[src/rtl/ser_pkg.sv]
// ser_pkg: shared constants for the serial transmit arbiter and its helpers.
package ser_pkg;
  localparam int CHAR_W = 8;
  localparam logic [1:0] S_IDLE      = 2'd0;
  localparam logic [1:0] S_START     = 2'd1;
  localparam logic [1:0] S_WAIT_LOW  = 2'd2;
  localparam logic [1:0] S_WAIT_HIGH = 2'd3;
endpackage

[src/rtl/rr_pick.sv]
// rr_pick: combinational round-robin picker, first valid index scanning ptr, ptr+1, ... mod N.
module rr_pick #(
  parameter int N = 4,
  parameter int W = 2
) (
  input  logic [N-1:0] valid_i,
  input  logic [W-1:0] ptr_i,
  output logic         found_o,
  output logic [W-1:0] winner_o
);
  always_comb begin
    found_o  = |valid_i;
    winner_o = '0;
    for (int i = N - 1; i >= 0; i--)
      if (valid_i[(int'(ptr_i) + i) % N]) winner_o = W'((int'(ptr_i) + i) % N);
  end
endmodule

[src/rtl/ser_xmt_arb.sv]
// ser_xmt_arb: round-robin arbiter sharing one serial transmitter among NREQ requesters.
// Defining SER_ARB_LOCK_EN adds req_last so multi-byte messages are sent contiguously.
module ser_xmt_arb import ser_pkg::*; #(
  parameter int NREQ = 4,
  parameter int IDW  = 2
) (
  input  logic                     clk,
  input  logic                     rst_n,
  input  logic [NREQ-1:0]          req_valid,
  input  logic [NREQ*CHAR_W-1:0]   req_data,
`ifdef SER_ARB_LOCK_EN
  input  logic [NREQ-1:0]          req_last,
`endif
  output logic [NREQ-1:0]          req_ack,
  output logic                     xmt_start,
  output logic [CHAR_W-1:0]        xmt_data,
  input  logic                     xmt_rdy,
  output logic                     busy,
  output logic [IDW-1:0]           grant_id
);
  logic [1:0]        state_q, state_d;
  logic [IDW-1:0]    ptr_q, ptr_d, gid_q, gid_d, winner, ptr_nxt;
  logic [CHAR_W-1:0] data_q, data_d;
  logic [NREQ-1:0]   ack_q, ack_d, cand;
  logic              start_q, start_d, busy_q, busy_d, found, grant;
`ifdef SER_ARB_LOCK_EN
  logic              lock_q, lock_d;
  // while locked only the last granted requester may win, even if it drops valid
  assign cand = lock_q ? req_valid & (NREQ'(1) << gid_q) : req_valid;
`else
  assign cand = req_valid;
`endif
  rr_pick #(.N(NREQ), .W(IDW)) u_pick (
    .valid_i (cand),
    .ptr_i   (ptr_q),
    .found_o (found),
    .winner_o(winner)
  );
  assign grant   = state_q == S_IDLE && xmt_rdy && found;
  assign ptr_nxt = winner == IDW'(NREQ - 1) ? '0 : winner + 1'b1;
  always_comb begin
    state_d = grant ? S_START :
              state_q == S_START ? S_WAIT_LOW :
              (state_q == S_WAIT_LOW && !xmt_rdy) ? S_WAIT_HIGH :
              (state_q == S_WAIT_HIGH && xmt_rdy) ? S_IDLE : state_q;
    start_d = grant;
    ack_d   = grant ? NREQ'(1) << winner : '0;
    data_d  = grant ? req_data[winner*CHAR_W +: CHAR_W] : data_q;
    gid_d   = grant ? winner : gid_q;
    busy_d  = state_d != S_IDLE;
`ifdef SER_ARB_LOCK_EN
    ptr_d   = grant && req_last[winner] ? ptr_nxt : ptr_q;
    lock_d  = grant ? !req_last[winner] : lock_q;
`else
    ptr_d   = grant ? ptr_nxt : ptr_q;
`endif
  end
  always_ff @(posedge clk or negedge rst_n)
    if (!rst_n) begin
      state_q <= S_IDLE;
      ptr_q   <= '0;
      gid_q   <= '0;
      data_q  <= '0;
      ack_q   <= '0;
      start_q <= 1'b0;
      busy_q  <= 1'b0;
    end else begin
      state_q <= state_d;
      ptr_q   <= ptr_d;
      gid_q   <= gid_d;
      data_q  <= data_d;
      ack_q   <= ack_d;
      start_q <= start_d;
      busy_q  <= busy_d;
    end
`ifdef SER_ARB_LOCK_EN
  always_ff @(posedge clk or negedge rst_n)
    if (!rst_n) lock_q <= 1'b0;
    else lock_q <= lock_d;
`endif
  assign req_ack   = ack_q;
  assign xmt_start = start_q;
  assign xmt_data  = data_q;
  assign busy      = busy_q;
  assign grant_id  = gid_q;
endmodule

[config.mk]
export PLATFORM = sky130hd
export DESIGN_NAME = ser_xmt_arb
export DESIGN_NICKNAME = d
export VERILOG_FILES = /design/src/rtl/ser_pkg.sv /design/src/rtl/rr_pick.sv /design/src/rtl/ser_xmt_arb.sv
export SDC_FILE = /design/constraint.sdc
export NUM_CORES = 1
export LEC_CHECK = 0
export CORE_MARGIN = 2
export CORE_UTILIZATION = 43
export CTS_BUF_LIST = sky130_fd_sc_hd__clkbuf_4
export DETAILED_ROUTE_END_ITERATION = 12
export PLACE_DENSITY = 0.87
export SYNTH_ARGS = -nofsm -noshare
export SYNTH_HDL_FRONTEND = slang
export SYNTH_SLANG_ARGS = --single-unit
[constraint.sdc]
create_clock -name clk -period 3.1 [get_ports clk]
set_input_delay 0.31 -clock clk [delete_from_list [all_inputs] [get_ports clk]]
set_output_delay 0.31 -clock clk [all_outputs]
set_load 0.01 [all_outputs]
==> results.md <==
| Step | Item | Value |
|:---|:---|:---|
| synth | Most numerous cell types in the synthesized netlist | sky130_fd_sc_hd__dfrtp_1, sky130_fd_sc_hd__mux2i_1, sky130_fd_sc_hd__nand2_1 |
| clock tree | Post-CTS Setup Inserts | 0 |
| clock tree | Number of gates given a new drive strength after cts | 0 |
| final layout | Area delta synth->final | 55.2% |
| floorplan | Full die area | 2810 µm² |
| critical path | Critical setup path kind | in2reg |
| final layout | Final instance count without filler cells | 177 |
| synth | Number of synthesized flops with an enable pin | 0 |
| placed design | Final weighted congestion in routability-driven placement | 0.720 |
| synth | Yosys top cell by area | sky130_fd_sc_hd__dfrtp_1 |
| synth | Async set-or-reset flop fraction in the synthesized netlist | 1.00 |
| final layout | Diode count | 0 |
| drt | Routed wire length | 2740 µm |
| sta | Period utilisation layout | 0.630 |
| placed design | Port buffer count | 54 |
| critical path | Element type at the critical path end | flip-flop |
| floorplan | Die extent in x | 53.0 µm |
| grt | Global-route wire length before repair | 4510 µm |
| clock tree | Root buffer selected by CTS | sky130_fd_sc_hd__clkbuf_4 |
| synth | Synth Register Bits | 20 |
| placed design | Instance count after placement with tap cells included | 174 |
| clock tree | Count of clock tree sinks | 20 |
| synth | Area share of the leading cell type in the synthesized netlist | 0.484 |
| worst hold path | Tightest Hold Check Type | reg2reg |
| grt | Via count of the first global-routing pass | 935 |
| power and ir drop | Leak pwr | 0.738 nW |
| floorplan | Starting density of the core | 0.463 |
| drt | # DRC | 0 |
| sta | Final setup violation count | 0 |
| grt | Largest net degree at the start of global routing | 21 |
| sta | Actual slew at the worst max-slew pin | 894 ps |
| clock tree | Worst-path clk slew | 110 ps |
| synth | Post-Synthesis Net Count | 135 |
| power and ir drop | Peak supply drop | 537 µV |
| clock tree | Clock Path Buffers | 2 |
| clock tree | Number of buffers inserted by hold repair at cts | 0 |
| sta | Number of hold-slack violations in the final timing report | 0 |
| grt | GRT Resource Usage Total | 0.222 |
| synth | Post-synthesis cell type count | 27 |
| floorplan | Vertical die dimension | 53.0 µm |
| grt | Antenna violations before repair | 0 |
| synth | Most frequently used cell type in the post-synthesis netlist | sky130_fd_sc_hd__dfrtp_1 |
| clock tree | # H-tree levels | 1 |
| grt | Final global-route overflow total | 0 |
| outcome | Outcome | finished, final reports clean |
| critical path | Library cell appearing most often on the critical path | sky130_fd_sc_hd__nand2_1 |
| drt | Routed wire per std cell | 15.5 µm |
| final layout | Number of fill cells in the layout | 169 |
| critical path | Arrival time of data at the critical path endpoint | 2140 ps |
| sta | RSZ-0062 raised after global routing | false |
| sta | Final-layout setup total negative slack | 0 ps |
| drt | Number of nets still failing antenna checks after routing | 0 |
| sta | Post-route clock skew | 7.68 ps |
| sta | Final worst path period need | 1950 ps |
| final layout | Nets | 191 |
| final layout | Share of layout cells above drive strength 1 | 0.0537 |
| placed design | Post-detail-place hpwl | 2160 µm |
| synth | Total of warnings raised by yosys | 0 |
| clock tree | Clock tree from TritonCTS | built |
| critical path | Maximum net fanout on the critical path | 20 |
| sta | Slew Limit Headroom | 0.402 |
| drt | Iteration count of the initial detailed-routing pass | 4 |
| floorplan | I/O pin count | 55 |
| drt | DR iter-0 viols | 6 |
| critical path | Crit start category | primary input |
| synth | Top cells by area, synth | sky130_fd_sc_hd__dfrtp_1, sky130_fd_sc_hd__mux2i_1, sky130_fd_sc_hd__o221ai_1 |
| synth | Seq/Total Area, Yosys | 0.484 |
| sta | Max Fclk | 0.512 GHz |
| synth | Synthesized area | 1030 µm² |
| floorplan | Number of cell rows | 17 |
| clock tree | Number of buffers inserted during clock tree synthesis | 3 |
| worst hold path | Depth of the worst hold-timing path | 2 |
| synth | Average size of a mapped cell | 10.9 µm² |
| synth | Most frequently used flop master after synthesis | sky130_fd_sc_hd__dfrtp_1 |
| sta | Count of final max-slew check failures | 0 |
| critical path | Crit-path cells | clkdlybuf4s50_1 > or3b_1 > o221ai_2 > buf_4 > inv_1 > ha_1 > nand2_1 > nand2_1 |
| power and ir drop | Pwr Density | 657 nW/µm² |
| critical path | Endpoint required time on the critical path | 3290 ps |
| floorplan | Total core area | 2230 µm² |
| critical path | Register-to-Register Path Depth | 7 |
| synth | Syn Inst Count | 95 |
| drt | Detailed-route via count | 944 |
| clock tree | Insertion delay of the later-clocked pin in the worst-skew pair | 300 ps |
| drt | Vias per cell | 5.33 |
| job | Max-cap violations | 0 |
| critical path | Slowest Stage Delay on Critical Path | 530 ps |
| critical path | Critical Path Slowest Stage Cell | sky130_fd_sc_hd__clkdlybuf4s50_1 |
## state kept, by name, summed over array words and instances (netlist names)
name / cells
xmt_data: 8
req_ack: 4
grant_id: 2
ptr_q: 2
state_q: 2
busy: 1
xmt_start: 1
## critical path, delay by kind of cell
kind	cells	cell delay [ps]
and+or+nand+nor	3	480
AOI/OAI and AO/OA	1	70
adders and majority gates	1	300
buffers and inverters	3	990
## worst paths after layout
path                                    end  slack (ps)    startpoint
min in group asynchronous        req_ack[3]         510         rst_n
max in group asynchronous              busy        2040         rst_n
worst min register to register  xmt_data[3]         490   xmt_data[3]
worst min-delay path            xmt_data[3]         490   xmt_data[3]
worst max register to register     ptr_q[1]        1200      ptr_q[1]
worst max-delay path               ptr_q[1]        1150  req_valid[0]
## area by class of cell
type	instances	area [µm²]	area share
repair buffers	56	556	0.346
well taps	28	35.0	0.0218
multi-input cells	65	472	0.294
clock buffers	3	22.5	0.0140
flip-flops and latches	20	500	0.312
inverters	5	18.8	0.0117
## kinds of logic (layout without fill, tap and decap cells)
group	after synthesis	count (layout)	share of synthesized area
fa+ha+maj	1	1	0.0121
mux	17	17	0.169
simple gates	29	29	0.133
flops	20	20	0.484
compound gates	18	18	0.142
buf+inv	10	64	0.0593
## metrics by stage
step                utilization  hold slack [ps]  cell area, µm²  worst slack (ps)  power, mW
floorplan                     -             14.4            1030              1460      0.699
CTS                       0.718              500            1600              1160       1.07
global route              0.718              532            1600               945       1.13
finish                    0.718              495            1600              1150       1.05
global placement          0.708              464            1580               883      0.921
detailed placement        0.708              472            1580               831      0.943
## cells in the final DEF (no fill, tap or decap)
cell type	count
sky130_fd_sc_hd__a21boi_0	1
sky130_fd_sc_hd__a21o_1	1
sky130_fd_sc_hd__a21oi_1	2
sky130_fd_sc_hd__a221o_1	1
sky130_fd_sc_hd__and2_1	2
sky130_fd_sc_hd__and2b_1	1
sky130_fd_sc_hd__and3_1	1
sky130_fd_sc_hd__buf_4	2
sky130_fd_sc_hd__clkbuf_4	3
sky130_fd_sc_hd__clkdlybuf4s50_1	54
sky130_fd_sc_hd__dfrtp_1	20
sky130_fd_sc_hd__ha_1	1
sky130_fd_sc_hd__inv_1	5
sky130_fd_sc_hd__mux2_4	1
sky130_fd_sc_hd__mux2i_1	16
sky130_fd_sc_hd__nand2_1	15
sky130_fd_sc_hd__nand3_2	1
sky130_fd_sc_hd__nor2_1	5
sky130_fd_sc_hd__nor2b_1	1
sky130_fd_sc_hd__nor3_1	1
sky130_fd_sc_hd__o21ai_0	2
sky130_fd_sc_hd__o21bai_1	1
sky130_fd_sc_hd__o221ai_1	8
sky130_fd_sc_hd__o221ai_2	1
sky130_fd_sc_hd__o41ai_1	1
sky130_fd_sc_hd__or3_1	1
sky130_fd_sc_hd__or3b_1	1
## per-layer routing
metal / routed length [µm] / track usage / vias to the layer above
met5: 0 / 0 / -
met4: 40 / 0.0855 / 0
met3: 75 / 0.0395 / 6
met2: 1500 / 0.371 / 22
met1: 1130 / 0.285 / 461
li1: - / - / 455
## where the power goes
group          switching, mW  total, mW  internal [mW]
registers             0.0577      0.412          0.354
logic                  0.232      0.522          0.290
clock network         0.0739      0.119         0.0452
total                  0.363       1.05          0.690
Power figures use the tool's default switching activity.
